<file path="config.mk">
export PLATFORM = sky130hd
export DESIGN_NAME = sync_fifo_fwft_flat
export DESIGN_NICKNAME = d
export VERILOG_FILES = /design/src/rtl/sync_fifo_pkg.sv /design/src/rtl/sync_fifo_fwft_if.sv /design/src/rtl/sync_fifo_mem.sv /design/src/rtl/sync_fifo_fwft.sv /design/src/flat_wrapper.sv
export SDC_FILE = /design/constraint.sdc
export NUM_CORES = 1
export LEC_CHECK = 0
export ABC_CLOCK_PERIOD_IN_PS = 5900
export CORE_ASPECT_RATIO = 0.5
export CORE_UTILIZATION = 57
export CTS_BUF_LIST = sky130_fd_sc_hd__clkbuf_4
export CTS_CLUSTER_SIZE = 25
export DETAILED_ROUTE_END_ITERATION = 8
export GPL_TIMING_DRIVEN = 1
export PLACE_DENSITY = 0.81
export SLEW_MARGIN = 40
export SYNTH_ARGS = -nofsm -noshare
export SYNTH_HDL_FRONTEND = slang
export SYNTH_SLANG_ARGS = --single-unit
</file>
<file path="constraint.sdc">
create_clock -name clk -period 5.9 [get_ports clk]
set_clock_uncertainty 0.15 [all_clocks]
set_input_delay 1.77 -clock clk [delete_from_list [all_inputs] [get_ports clk]]
set_output_delay 1.77 -clock clk [all_outputs]
set_load 0.02 [all_outputs]
</file>
<file path="src/rtl/sync_fifo_pkg.sv">
// Shared types and constants for the synchronous FIFO and its storage.
// Provides the FWFT output-stage state enum, level-width helper and default thresholds.
// No logic here; imported by the interface, storage and top-level FIFO.
package sync_fifo_pkg;

   typedef enum logic {
      OUT_EMPTY = 1'b0,
      OUT_VALID = 1'b1
   } out_state_e;

   localparam int DEF_DATA_WIDTH = 32;
   localparam int DEF_FIFO_DEPTH = 16;
   localparam int DEF_AE_THRESH  = 4;
   // almost_full default sits this many words below capacity
   localparam int DEF_AF_MARGIN  = 4;

   // level must hold 0..depth inclusive, hence one extra bit over the pointer
   function automatic int lvl_width(input int depth);
      return $clog2(depth) + 1;
   endfunction

endpackage

</file>
<file path="src/rtl/sync_fifo_fwft_if.sv">
// Bundles the FIFO write/read/status/error signals between a producer-consumer and the FIFO.
// Latency: none, wires only.
// Backpressure: full/empty gate wr_en/rd_en inside the FIFO; the master should watch them.
interface sync_fifo_fwft_if
   import sync_fifo_pkg::*;
#(
   parameter int DATA_WIDTH = DEF_DATA_WIDTH,
   parameter int LVL_W      = lvl_width(DEF_FIFO_DEPTH)
);
   logic                  flush;
   logic                  wr_en;
   logic [DATA_WIDTH-1:0] wr_data;
   logic                  rd_en;
   logic [DATA_WIDTH-1:0] rd_data;
   logic                  rd_valid;
   logic                  full;
   logic                  empty;
   logic                  almost_full;
   logic                  almost_empty;
   logic [LVL_W-1:0]      level;
   logic                  overflow;
   logic                  underflow;
   logic                  err_clr;

   modport master (
      output flush, wr_en, wr_data, rd_en, err_clr,
      input  rd_data, rd_valid, full, empty, almost_full, almost_empty,
             level, overflow, underflow
   );

   modport slave (
      input  flush, wr_en, wr_data, rd_en, err_clr,
      output rd_data, rd_valid, full, empty, almost_full, almost_empty,
             level, overflow, underflow
   );
endinterface

</file>
<file path="src/rtl/sync_fifo_mem.sv">
// DATA_WIDTH x FIFO_DEPTH storage array, registered write port, combinational read port.
// Latency: write lands at the clock edge; read data follows rd_addr combinationally.
// No backpressure and no reset; the caller owns pointer and occupancy control.
module sync_fifo_mem
   import sync_fifo_pkg::*;
#(
   parameter  int DATA_WIDTH = DEF_DATA_WIDTH,
   parameter  int FIFO_DEPTH = DEF_FIFO_DEPTH,
   localparam int PTR_W      = $clog2(FIFO_DEPTH)
) (
   input  logic                  clk,
   input  logic                  wr_en,
   input  logic [PTR_W-1:0]      wr_addr,
   input  logic [DATA_WIDTH-1:0] wr_data,
   input  logic [PTR_W-1:0]      rd_addr,
   output logic [DATA_WIDTH-1:0] rd_data
);

   logic [DATA_WIDTH-1:0] mem_q [FIFO_DEPTH];

   // storage write; contents are intentionally left unreset
   always_ff @(posedge clk) begin
      if (wr_en) begin
         mem_q[wr_addr] <= wr_data;
      end
   end

   assign rd_data = mem_q[rd_addr];

endmodule

</file>
<file path="src/rtl/sync_fifo_fwft.sv">
// Synchronous FIFO with level, almost thresholds, flush and optional FWFT output stage.
// Latency: standard read data one edge after rd_en; FWFT head visible one edge after it is written.
// Backpressure: writes while full and reads while empty are dropped; SYNC_FIFO_ERR_FLAGS_EN adds sticky flags.
module sync_fifo_fwft
   import sync_fifo_pkg::*;
#(
   parameter int DATA_WIDTH = DEF_DATA_WIDTH,
   parameter int FIFO_DEPTH = DEF_FIFO_DEPTH,
   parameter int AF_THRESH  = FIFO_DEPTH - DEF_AF_MARGIN,
   parameter int AE_THRESH  = DEF_AE_THRESH,
   parameter int FWFT       = 0
) (
   input logic              clk,
   input logic              rst_n,   // active-high asynchronous reset
   sync_fifo_fwft_if.slave  bus
);

   localparam int PTR_W = $clog2(FIFO_DEPTH);
   localparam int LVL_W = lvl_width(FIFO_DEPTH);

   logic [PTR_W-1:0]      wr_ptr_q, wr_ptr_d;
   logic [PTR_W-1:0]      rd_ptr_q, rd_ptr_d;
   logic [LVL_W-1:0]      level_q, level_d;
   logic [DATA_WIDTH-1:0] rd_data_q, rd_data_d;
   logic                  rd_valid_q, rd_valid_d;
   out_state_e            state_q, state_d;

   logic [DATA_WIDTH-1:0] mem_rd_data;
   logic [LVL_W-1:0]      mem_cnt;
   logic                  full;
   logic                  empty;
   logic                  wr_acc;   // word enters storage
   logic                  rd_acc;   // word leaves the FIFO as seen by the consumer
   logic                  load;     // head word moves from storage into rd_data

   assign full  = (level_q == LVL_W'(FIFO_DEPTH));
   assign empty = (FWFT != 0) ? (state_q == OUT_EMPTY) : (level_q == '0);

   sync_fifo_mem #(
      .DATA_WIDTH (DATA_WIDTH),
      .FIFO_DEPTH (FIFO_DEPTH)
   ) u_mem (
      .clk     (clk),
      .wr_en   (wr_acc),
      .wr_addr (wr_ptr_q),
      .wr_data (bus.wr_data),
      .rd_addr (rd_ptr_q),
      .rd_data (mem_rd_data)
   );

   // next-state: pointers, level, output register and FWFT output FSM; flush overrides all
   always_comb begin
      wr_ptr_d   = wr_ptr_q;
      rd_ptr_d   = rd_ptr_q;
      level_d    = level_q;
      rd_data_d  = rd_data_q;
      rd_valid_d = 1'b0;
      state_d    = state_q;
      rd_acc     = 1'b0;
      load       = 1'b0;

      // level includes the output register when it holds a word
      mem_cnt = level_q - {{(LVL_W-1){1'b0}}, (state_q == OUT_VALID)};
      wr_acc  = bus.wr_en && !full && !bus.flush;

      if (FWFT != 0) begin
         rd_acc = bus.rd_en && (state_q == OUT_VALID) && !bus.flush;
         load   = !bus.flush && (mem_cnt != '0) &&
                  ((state_q == OUT_EMPTY) || rd_acc);
         if (load) begin
            state_d = OUT_VALID;
         end else if (rd_acc) begin
            state_d = OUT_EMPTY;
         end
         rd_valid_d = (state_d == OUT_VALID);
      end else begin
         rd_acc     = bus.rd_en && (level_q != '0) && !bus.flush;
         load       = rd_acc;
         state_d    = OUT_EMPTY;
         rd_valid_d = rd_acc;
      end

      if (wr_acc) begin
         wr_ptr_d = wr_ptr_q + PTR_W'(1);
      end
      if (load) begin
         rd_ptr_d  = rd_ptr_q + PTR_W'(1);
         rd_data_d = mem_rd_data;
      end

      case ({wr_acc, rd_acc})
         2'b10:   level_d = level_q + LVL_W'(1);
         2'b01:   level_d = level_q - LVL_W'(1);
         default: level_d = level_q;
      endcase

      // rd_data is deliberately left holding across a flush
      if (bus.flush) begin
         wr_ptr_d   = '0;
         rd_ptr_d   = '0;
         level_d    = '0;
         state_d    = OUT_EMPTY;
         rd_valid_d = 1'b0;
      end
   end

   // state register for pointers, level, output stage and FSM
   always_ff @(posedge clk or posedge rst_n) begin
      if (rst_n) begin
         wr_ptr_q   <= '0;
         rd_ptr_q   <= '0;
         level_q    <= '0;
         rd_data_q  <= '0;
         rd_valid_q <= 1'b0;
         state_q    <= OUT_EMPTY;
      end else begin
         wr_ptr_q   <= wr_ptr_d;
         rd_ptr_q   <= rd_ptr_d;
         level_q    <= level_d;
         rd_data_q  <= rd_data_d;
         rd_valid_q <= rd_valid_d;
         state_q    <= state_d;
      end
   end

   assign bus.rd_data      = rd_data_q;
   assign bus.rd_valid     = rd_valid_q;
   assign bus.level        = level_q;
   assign bus.full         = full;
   assign bus.empty        = empty;
   assign bus.almost_full  = (level_q >= LVL_W'(AF_THRESH));
   assign bus.almost_empty = (level_q <= LVL_W'(AE_THRESH));

`ifdef SYNC_FIFO_ERR_FLAGS_EN
   logic overflow_q, overflow_d;
   logic underflow_q, underflow_d;

   // sticky error flags; a clear wins over a new set in the same cycle
   always_comb begin
      overflow_d  = overflow_q;
      underflow_d = underflow_q;
      if (bus.err_clr) begin
         overflow_d  = 1'b0;
         underflow_d = 1'b0;
      end else begin
         if (bus.wr_en && full) begin
            overflow_d = 1'b1;
         end
         if (bus.rd_en && empty) begin
            underflow_d = 1'b1;
         end
      end
   end

   // error flag registers
   always_ff @(posedge clk or posedge rst_n) begin
      if (rst_n) begin
         overflow_q  <= 1'b0;
         underflow_q <= 1'b0;
      end else begin
         overflow_q  <= overflow_d;
         underflow_q <= underflow_d;
      end
   end

   assign bus.overflow  = overflow_q;
   assign bus.underflow = underflow_q;
`else
   logic unused_err_clr;
   assign unused_err_clr = bus.err_clr;
   assign bus.overflow   = 1'b0;
   assign bus.underflow  = 1'b0;
`endif

endmodule

</file>
<file path="src/flat_wrapper.sv">
// flat-port wrapper written by rule: the top's interface ports become plain ports
module sync_fifo_fwft_flat import sync_fifo_pkg::*;
#(
   parameter int DATA_WIDTH = DEF_DATA_WIDTH,
   parameter int FIFO_DEPTH = DEF_FIFO_DEPTH,
   parameter int AF_THRESH  = FIFO_DEPTH - DEF_AF_MARGIN,
   parameter int AE_THRESH  = DEF_AE_THRESH,
   parameter int FWFT       = 0
)
  (clk, rst_n, bus_flush, bus_wr_en, bus_wr_data, bus_rd_en, bus_err_clr, bus_rd_data, bus_rd_valid, bus_full, bus_empty, bus_almost_full, bus_almost_empty, bus_level, bus_overflow, bus_underflow);
  sync_fifo_fwft_if #(.DATA_WIDTH(DATA_WIDTH)) bus_i ();
  input logic clk;
  input logic rst_n;
  input wire logic [$bits(bus_i.flush)-1:0] bus_flush;
  input wire logic [$bits(bus_i.wr_en)-1:0] bus_wr_en;
  input wire logic [$bits(bus_i.wr_data)-1:0] bus_wr_data;
  input wire logic [$bits(bus_i.rd_en)-1:0] bus_rd_en;
  input wire logic [$bits(bus_i.err_clr)-1:0] bus_err_clr;
  output wire logic [$bits(bus_i.rd_data)-1:0] bus_rd_data;
  output wire logic [$bits(bus_i.rd_valid)-1:0] bus_rd_valid;
  output wire logic [$bits(bus_i.full)-1:0] bus_full;
  output wire logic [$bits(bus_i.empty)-1:0] bus_empty;
  output wire logic [$bits(bus_i.almost_full)-1:0] bus_almost_full;
  output wire logic [$bits(bus_i.almost_empty)-1:0] bus_almost_empty;
  output wire logic [$bits(bus_i.level)-1:0] bus_level;
  output wire logic [$bits(bus_i.overflow)-1:0] bus_overflow;
  output wire logic [$bits(bus_i.underflow)-1:0] bus_underflow;
  assign bus_i.flush = bus_flush;
  assign bus_i.wr_en = bus_wr_en;
  assign bus_i.wr_data = bus_wr_data;
  assign bus_i.rd_en = bus_rd_en;
  assign bus_i.err_clr = bus_err_clr;
  assign bus_rd_data = bus_i.rd_data;
  assign bus_rd_valid = bus_i.rd_valid;
  assign bus_full = bus_i.full;
  assign bus_empty = bus_i.empty;
  assign bus_almost_full = bus_i.almost_full;
  assign bus_almost_empty = bus_i.almost_empty;
  assign bus_level = bus_i.level;
  assign bus_overflow = bus_i.overflow;
  assign bus_underflow = bus_i.underflow;
  sync_fifo_fwft #(.DATA_WIDTH(DATA_WIDTH), .FIFO_DEPTH(FIFO_DEPTH), .AF_THRESH(AF_THRESH), .AE_THRESH(AE_THRESH), .FWFT(FWFT)) u_core (.clk(clk), .rst_n(rst_n), .bus(bus_i));
endmodule
</file>
==> results of run 1 <==
metal layers:
metal | wire length (um) | up-vias | share of wire | GRT usage
met2 | 22200 | 568 | 0.49 | 0.381
met5 | 0 | - | 0 | 0
li1 | - | 4456 | - | -
met4 | 919 | 0 | 0.020 | 0.0804
met3 | 4100 | 81 | 0.090 | 0.0618
met1 | 18100 | 5584 | 0.40 | 0.337
worst reg2reg max path: cells and delay by family (launching register included):
kind | cells | cell delay (ns)
compound gates | 3 | 0.76
fa+ha+maj | 1 | 0.27
buf+inv | 1 | 0.12
flops | 1 | 0.45
simple gates | 5 | 1.41
per-stage QoR:
stage | instance area, um2 | hold slack [ns] | worst slack [ns]
2_1_floorplan | 21600 | 0.429 | 0.661
3_3_place_gp | 23100 | 0.328 | 1.22
3_5_place_dp | 23100 | 0.336 | 1.08
4_1_cts | 24700 | 0.355 | 1.30
5_1_grt | 24800 | 0.368 | 1.26
6_report | 24800 | 0.348 | 1.38
cell families (layout without fill, tap and decap cells):
family,count (synthesis),count (layout)
AOI/OAI and AO/OA,45,45
xor gates and xnor gates,6,6
adders and majority gates,9,9
buffers and inverters,65,335
DFF,558,558
muxes,197,197
other,1,3
and+or+nand+nor,90,90
state kept, by name, indices dropped and copies added, names as in the netlist:
name	flops
u_core.bus.level	5
u_core.bus.rd_data	32
u_core.bus.rd_valid	1
u_core.rd_ptr_q	4
u_core.u_mem.mem_q	512
u_core.wr_ptr_q	4
worst paths after layout:
path	from	to	slack, ns	depth (start not counted)
setup / recovery	u_core.bus.level[0]	bus_full	1.38	3
setup reg to reg	u_core.bus.level[0]	u_core.bus.level[4]	2.61	10
hold reg to reg	u_core.bus.rd_data[9]	u_core.bus.rd_data[9]	0.35	2
max in group asynchronous	rst_n	u_core.bus.rd_data[31]	3.36	3
min in group asynchronous	rst_n	u_core.bus.rd_data[21]	1.29	2
hold / removal	u_core.bus.rd_data[9]	u_core.bus.rd_data[9]	0.35	2
cell type report:
| cell class | instances | area [um2] |
|---|---|---|
| flip-flops and latches | 558 | 16500 |
| fillers | 2216 | 12600 |
| multi-input cells | 349 | 4860 |
| clock buffers | 197 | 1480 |
| repair buffers | 108 | 1120 |
| well taps | 494 | 618 |
| clock inverters | 21 | 113 |
| inverters | 9 | 36.3 |
| diodes | 1 | 2.50 |
synthesized netlist by cell type, types with 2 or more instances:
master,n,share of area
nand3_1,2,0.00046
nor2_1,26,0.0045
buf_6,2,0.0010
nor2b_1,3,0.00087
inv_1,8,0.0014
nor3_1,7,0.0016
mux2_1,4,0.0021
or3_1,3,0.00087
mux2i_1,65,0.030
clkbuf_1,26,0.0045
o21a_1,3,0.0010
o221ai_1,2,0.00081
dfrtp_1,46,0.053
xnor2_1,2,0.00081
edfxtp_1,512,0.71
o21ai_0,2,0.00046
o221ai_2,30,0.021
xor2_1,4,0.0016
buf_2,18,0.0042
a21oi_1,3,0.00069
buf_4,6,0.0021
ha_1,8,0.0046
nand2b_1,2,0.00058
nand2_1,40,0.0069
buf_12,3,0.0028
mux4_2,128,0.13
power by group through the flow:
stage	combinational [mW]	sequential [mW]	clock, mW
6_report	1.28	4.67	2.96
3_3_place_gp	1.23	4.74	0
3_5_place_dp	1.28	4.75	0
4_1_cts	1.29	4.67	3.01
5_1_grt	1.36	4.68	3.20
2_1_floorplan	0.690	4.81	0
==> impl_results.md, run 1 <==
- Clk buf depth: 3
- Status: finished clean
- ANT nets after route: 0
- Main combinational cell family by area after synthesis: multiplexers
- Max VDD drop: 0.000136 V
- Period utilization: 0.767
- Postcts setup bufs: 0
- Via count: 10700
- Leak: 7.89 nW
- Worst skew pair latency: 0.82 ns
- Layout cell share with drive strength beyond 1: 0.338
- CP Buf/Inv Count: 1
- Total global-route track usage: 0.242
- #FFs+latches synth: 558
- Post-Synth Adder-Cell Area: 0.00556
- CP max-delay cell: clkdlybuf4s50_1
- Final hold vios: 0
- PortBufs: 78
- Nets: 1189
- Cell count after synthesis: 971
- Count of warnings emitted by yosys: 0
- Pre-antenna DRT Iters: 7
- Vias in the first global route: 11300
- Number of gates resized after CTS: 0
- Unrepaired setup endpoints after global routing: no
- Routed WL: 45300 um
- Worst-path clk slew: 0.07 ns
- Core Region: 37300 um2
- Die W: 277 um
- Crit path DAT: 2.60 ns
- Worst Hold Class: flip-flop to flip-flop
- Num CTS Buffers: 116
- Max H-tree Level: 3
- Clk root buf: clkbuf_4
- Switching Share: 0.257
- XOR/XNOR Fraction of Synth Area: 0.00243
- Crit path cell chain: or4_4 > nor2_1 > clkdlybuf4s50_1
- Seq pwr share: 0.524
- Worst-Margin Slew: 0.837 ns
- Worst-path maximum fanout: 7
- Crit end category: output pin
- Vias/cell: 6.15
- Initial antenna violation count: 1
- I/O Pins: 82
- 1st-iter DRT viols: 1145
- CTS sink count: 558
- Worst EP required: 3.98 ns
- Critical path class: flip-flop to output pin
- Cell Area, Synth: 21600 um2
- Combinational power share: 0.144
- Cell internal pwr: 6.61 mW
- Row count: 50
- Power density over the cells: 360 nW/um2
- Max Fclk: 0.221 GHz
- Mux cell area share after synthesis: 0.165
- Finished Core Util: 0.663
- Seq/Total Area, Yosys: 0.764
- Synthesized area per cell: 22.3 um2
- CTS hold repair buffers: 0
- Tmin final: 4.52 ns
- Number of flops mapped to enable cells by yosys: 512
- Psw: 2.29 mW
- Die area: 38800 um2
- Ys async rst share: 0.0824
- Rel. slew slack: 0.442
- Starting density of the core: 0.579
- Post-synth cell types: 42
- Clock power share: 0.332
- CTS tree: yes
- Commonest non-fill, non-tap cell in the layout: edfxtp_1
- Max_cap viols: 0
- Cell family with most CP delay: simple AND/OR/NAND/NOR gates
- WL per Instance: 26.1 um
- Final setup TNS: 0 ns
- Simple-gate share of the synthesized area: 0.0193
- Synth Area in Compound Gates: 0.0263
- Placed Instances: 1516
- Max-slew violations: 0
- Most frequent cells in the layout: 512 x edfxtp_1, 197 x clkbuf_4, 128 x mux4_2
- # DRC: 0
- Global-route congestion overflow total: 0
- Total power: 8.91 mW
- Largest net degree at the start of global routing: 73
- Non-Filler Instances: 1737
- Global-route wire length before repair: 68600 um
- Global placement routability congestion: 0.749
- Area grow syn2layout: 14.5%
- Final setup violation count: 0
- Die H: 140 um
- HPWL Detailed: 24300 um
- Post-synth top flop: edfxtp_1
- Worst Setup Start Kind: flip-flop
- Max stage delay on crit path: 0.62 ns
Note: power is estimated with default switching activity, not from simulation.
==> inputs of run 2 (changes only) <==
--- a/config.mk
+++ b/config.mk
@@ -5,7 +5,7 @@
 export SDC_FILE = /design/constraint.sdc
 export NUM_CORES = 1
 export LEC_CHECK = 0
-export ABC_CLOCK_PERIOD_IN_PS = 5900
+export ABC_CLOCK_PERIOD_IN_PS = 4600
 export CORE_ASPECT_RATIO = 0.5
 export CORE_UTILIZATION = 57
 export CTS_BUF_LIST = sky130_fd_sc_hd__clkbuf_4
==> constraint.sdc (replaced) <==
create_clock -name clk -period 4.6 [get_ports clk]
set_clock_uncertainty 0.15 [all_clocks]
set_input_delay 1.38 -clock clk [delete_from_list [all_inputs] [get_ports clk]]
set_output_delay 1.38 -clock clk [all_outputs]
set_load 0.02 [all_outputs]
==> impl_results.md, run 2 (synthesis gave the netlist of run 1 again) <==
- Status: finished clean
- CTS sink count: 558 (unchanged)
- Fillers: 2255 (+1.8%)
- Total power: 11.3 mW (+26%)
- 1st-iter DRT viols: 1028 (-10%)
- Worst EP required: 3.07 ns (-0.91 ns)
- Finished Core Util: 0.663 (about the same)
- # DRC: 0 (unchanged)
- Fin area: 24800 um2 (about the same)
- Max-slew violations: 0 (unchanged)
- Vias in the first global route: 11200 (-1.1%)
- Die H: 140 um (unchanged)
- I/O Pins: 82 (unchanged)
- Layout cell share with drive strength beyond 1: 0.331 (-0.00698)
- Postcts setup bufs: 0 (unchanged)
- Nets: 1193 (+0.34%)
- Worst Setup Start Kind: flip-flop
- Num CTS Buffers: 115 (-0.86%)
- Routed WL: 44800 um (-1.2%)
- Max Fclk: 0.244 GHz
- Crit path DAT: 2.57 ns (-0.03 ns)
- Die area: 38800 um2 (unchanged)
- HPWL Detailed: 23800 um (-2.0%)
- Worst Hold Class: flip-flop to flip-flop
- Core Region: 37300 um2 (unchanged)
- Most frequent cells in the layout: 512 x edfxtp_1, 181 x clkbuf_4, 128 x mux4_2
- Max VDD drop: 0.000182 V (+34%)
- Worst-path maximum fanout: 6 (-1)
- Worst-Margin Slew: 0.823 ns (-0.0136 ns)
- Final hold vios: 0 (unchanged)
- Most flops, register: u_core.u_mem.mem_q
- Leak: 7.85 nW (-0.51%)
- WL per Instance: 25.8 um (-1.1%)
- Via count: 10600 (-1.2%)
- Max_cap viols: 0 (unchanged)
- CTS hold repair buffers: 0 (unchanged)
- Area grow syn2layout: 14.6% (about the same)
- Number of gates resized after CTS: 0 (unchanged)
- Largest register FFs: 512 (unchanged)
- Placed standard-cell area: 23300 um2 (+0.71%)
- Final setup violation count: 0 (unchanged)
- Hold slack: 0.349 ns (+0.000810 ns)
- Global placement routability congestion: 0.775 (+3.5%)
- Worst-path clk slew: 0.07 ns (about the same)
- CTS tree: yes
- Crit end category: output pin
- Placed Instances: 1523 (+0.46%)
- Global-route congestion overflow total: 0 (unchanged)
- Clk root buf: clkbuf_4
- Total global-route track usage: 0.239 (-0.00297)
- Worst skew pair latency: 0.83 ns (about the same)
- PortBufs: 78 (unchanged)
- Period utilization: 0.890
- Pre-antenna DRT Iters: 5 (-2)
- ANT nets after route: 0 (unchanged)
- Die W: 277 um (unchanged)
- Row count: 50 (unchanged)
- Clk buf depth: 3 (unchanged)
- Power density over the cells: 454 nW/um2 (+26%)
- Critical path class: flip-flop to output pin
- Reg2reg setup slack: 1.34 ns (-1.27 ns)
- Largest net degree at the start of global routing: 79 (+8.2%)
- Tmin final: 4.10 ns
- Non-Filler Instances: 1735 (-0.12%)
- Starting density of the core: 0.579 (unchanged)
- Commonest non-fill, non-tap cell in the layout: edfxtp_1
- Rel. slew slack: 0.451 (+0.00910)
- Global-route wire length before repair: 67400 um (-1.8%)
- Initial antenna violation count: 2 (+1)
- Max H-tree Level: 3 (unchanged)
- Vias/cell: 6.09 (-1.1%)
- Unrepaired setup endpoints after global routing: no
## run 2: cell count changes in the layout (fill, tap and decap cells not counted)
cell and change:
clkinv_1 +6, buf_8 -1, nor3_2 -2, buf_16 -1, diode_2 +2, clkbuf_4 -16
buf_12 +8, bufinv_16 -1, clkinv_4 +2, nor3_4 +2, buf_4 -1
## run 2: per-stage QoR
| step | TNS (ns) | setup WS (ns) |
|---|---|---|
| 2_1_floorplan | -15.81 | -0.247 |
| 3_3_place_gp | 0 | 0.630 |
| 3_5_place_dp | 0 | 0.566 |
| 4_1_cts | 0 | 0.448 |
| 5_1_grt | 0 | 0.352 |
| 6_report | 0 | 0.504 |
## run 2: worst max-delay path, stage by stage (launching register included)
cell,delay [ns]
dfrtp_1,0.46
or4_4,0.56
nor2_1,0.12
clkdlybuf4s50_1,0.61
## run 2: final timing paths
path | start | cells after the start | end
max in group asynchronous | rst_n | 3 | u_core.bus.rd_data[29]
worst max-delay path | u_core.bus.level[3] | 3 | bus_full
worst max register to register | u_core.bus.level[3] | 10 | u_core.bus.level[3]
worst min register to register | u_core.bus.rd_data[20] | 2 | u_core.bus.rd_data[20]
worst min-delay path | u_core.bus.rd_data[20] | 2 | u_core.bus.rd_data[20]
min in group asynchronous | rst_n | 2 | u_core.bus.rd_data[4]
## run 2: area by class of cell
type / count / area [um2] / share of cell area
clock inverters: 28 / 123 / 0.00495
flip-flops and latches: 558 / 16500 / 0.667
repair buffers: 113 / 1230 / 0.0497
clock buffers: 181 / 1360 / 0.0548
inverters: 9 / 36.3 / 0.00146
well taps: 494 / 618 / 0.0249
diodes: 3 / 7.51 / 0.000303
multi-input cells: 349 / 4870 / 0.196
## run 2: report_power, final
part	switching [mW]	internal, mW
Combinational	0.952	0.765
Sequential	0.178	5.76
Clock	1.81	1.79
Total	2.94	8.31
## run 2: layer usage
metal  up-vias  part of all wire  global-route usage
li1       4467                 -                   -
met1      5439              0.40               0.329
met2       565              0.49               0.379
met3        87             0.093              0.0576
met4         0             0.020              0.0874
met5         -                 0                   0
==> inputs of run 3 (changes only) <==
--- a/config.mk
+++ b/config.mk
@@ -7,12 +7,13 @@
 export LEC_CHECK = 0
 export ABC_CLOCK_PERIOD_IN_PS = 4600
 export CORE_ASPECT_RATIO = 0.5
-export CORE_UTILIZATION = 57
+export CORE_MARGIN = 10
+export CORE_UTILIZATION = 60
 export CTS_BUF_LIST = sky130_fd_sc_hd__clkbuf_4
 export CTS_CLUSTER_SIZE = 25
 export DETAILED_ROUTE_END_ITERATION = 8
 export GPL_TIMING_DRIVEN = 1
-export PLACE_DENSITY = 0.81
+export PLACE_DENSITY = 0.85
 export SLEW_MARGIN = 40
 export SYNTH_ARGS = -nofsm -noshare
 export SYNTH_HDL_FRONTEND = slang
==> impl_results.md, run 3 (synthesis gave the netlist of run 1 again) <==
- Status: finished clean
- RR Endpoint: u_core.bus.level[4]
- Postcts setup bufs: 0 (unchanged)
- ANT nets after route: 0 (unchanged)
- Clk root buf: clkbuf_4
- Max-slew violations: 0 (unchanged)
- CTS sink count: 558 (unchanged)
- Cell internal pwr: 8.46 mW (+1.7%)
- Leak: 7.92 nW (+1.0%)
- Final setup TNS: 0 ns (unchanged)
- CTS hold repair buffers: 0 (unchanged)
- Tmin final: 4.10 ns (+0.00169 ns)
- Worst-case reg-to-reg path depth: 10 (unchanged)
- Global-route congestion overflow total: 0 (unchanged)
- Vias/cell: 6.49 (+6.6%)
- Max_cap viols: 0 (unchanged)
- Hold depth: 2 (unchanged)
- Seq pwr share: 0.517 (-0.011)
- Layout cell share with drive strength beyond 1: 0.340 (+0.00853)
- Die H: 154 um (+10%)
- Fillers: 1973 (-13%)
- Worst Hold Class: flip-flop to flip-flop
- Area of the multi-input gates: 4870 um2 (unchanged)
- Setup WS post-layout: 0.503 ns (-0.00169 ns)
- Crit end category: output pin
- Critical path class: flip-flop to output pin
- Reg2reg setup slack: 1.43 ns (+0.09 ns)
- HPWL Detailed: 26700 um (+12%)
- Number of gates resized after CTS: 0 (unchanged)
- Total global-route track usage: 0.232 (-0.00692)
- Worst-path clk slew: 0.07 ns (about the same)
- Num CTS Buffers: 117 (+1.7%)
- Starting density of the core: 0.605 (+0.0260)
- Setup WS pre-CTS: 0.584 ns (+0.0182 ns)
- Max Fclk: 0.244 GHz (about the same)
- Vias in the first global route: 11800 (+5.4%)
- Crit path from: u_core.bus.level[1]
- Crit path DAT: 2.57 ns (about the same)
- CTS tree: yes
- I/O Pins: 82 (unchanged)
- Nets: 1203 (+0.84%)
- Routed WL: 51000 um (+14%)
- Worst skew pair latency: 0.83 ns (about the same)
- Row count: 49 (-2.0%)
- Psw: 3.07 mW (+4.4%)
- 1st-iter DRT viols: 1524 (+48%)
- Worst-path maximum fanout: 6 (unchanged)
- Unrepaired setup endpoints after global routing: no
- Worst EP required: 3.07 ns (about the same)
- PortBufs: 78 (unchanged)
- Initial antenna violation count: 2 (unchanged)
- # DRC: 0 (unchanged)
- Most frequent cells in the layout: 512 x edfxtp_1, 192 x clkbuf_4, 128 x mux4_2
- Period utilization: 0.891 (about the same)
- Global placement routability congestion: 0.763 (-1.5%)
- Die W: 288 um (+4.0%)
- Worst-Margin Slew: 0.776 ns (-0.0470 ns)
- Max VDD drop: 0.000299 V (+65%)
- Combinational power share: 0.153 (about the same)
- Max H-tree Level: 3 (unchanged)
- Die area: 44500 um2 (+15%)
- Largest register FFs: 512 (unchanged)
- Most flops, register: u_core.u_mem.mem_q
- Largest net degree at the start of global routing: 76 (-3.8%)
- Core Region: 35700 um2 (-4.3%)
- Clock power share: 0.330 (+0.010)
- Area grow syn2layout: 14.9%
- Rel. slew slack: 0.483 (+0.0313)
- Worst Setup Start Kind: flip-flop
- R2R Path Start: u_core.bus.level[1]
- Commonest non-fill, non-tap cell in the layout: edfxtp_1
- Clk buf depth: 3 (unchanged)
- WL per Instance: 29.3 um (+14%)
- Via count: 11300 (+6.9%)
- Power density over the cells: 464 nW/um2 (+2.1%)
- Final hold vios: 0 (unchanged)
- Switching Share: 0.267 (+0.00508)
- Worst hold endpoint: u_core.bus.rd_data[8]
- Min-delay src: u_core.bus.rd_data[8]
- Pre-antenna DRT Iters: 7 (+2)
- Global-route wire length before repair: 76100 um (+13%)
- Seq. cell area: 16500 um2 (unchanged)
- Final setup violation count: 0 (unchanged)
run 3: cell types whose count changed in the layout (fill, tap and decap cells not counted), sizes merged:
cell / previous run / this run
buf: 35 / 43
bufinv: 0 / 1
clkbuf: 181 / 192
clkinv: 26 / 22
run 3: through the flow:
stage                     cells  total power, mW   util  instance area [um2]  hold slack [ns]
after floorplan             972             7.05      -                21600            0.429
after global placement     1519             7.70  0.650                23200            0.326
after detailed placement   1519             7.79  0.650                23200            0.326
after CTS                  1736             11.6  0.694                24800            0.358
after global routing       1740             11.9  0.695                24800            0.368
final                      1741             11.5  0.695                24900            0.351
run 3: cell type report:
cell class,count,area share
Sequential cell,558,0.665
Multi-Input combinational cell,349,0.196
Inverter,9,0.00146
Clock buffer,192,0.0580
Timing Repair Buffer,121,0.0494
Tap cell,484,0.0244
Clock inverter,25,0.00503
Antenna cell,3,0.000302
run 3: worst max-delay path, cell delays in order (launching register included):
cell             delay, ns
dfrtp_1               0.43
or4_4                 0.60
nor2_1                0.12
clkdlybuf4s50_1       0.61
run 3: worst max path at each step:
stage,to,slack (ns),cells past startpoint
3_3_place_gp,u_core.bus.level[3],0.63,10
5_1_grt,bus_empty,0.38,3
2_1_floorplan,u_core.u_mem.mem_q[1][0],-0.25,5
4_1_cts,bus_empty,0.43,3
3_5_place_dp,u_core.u_mem.mem_q[0][28],0.58,6
6_report,bus_full,0.50,3
run 3: power by group through the flow:
stage          Sequential, mW  Clock [mW]  Combinational, mW
6_report                 5.96        3.80               1.76
5_1_grt                  5.98        4.11               1.87
4_1_cts                  6.00        3.84               1.73
3_5_place_dp             6.10           0               1.70
3_3_place_gp             6.08           0               1.61
2_1_floorplan            6.17           0              0.886
run 3: per-layer routing:
metal	part of all wire	track usage	routed length, um
met5	0	0	0
met2	0.50	0.369	25500
met4	0.027	0.0864	1380
met1	0.35	0.305	18100
met3	0.12	0.0658	6100
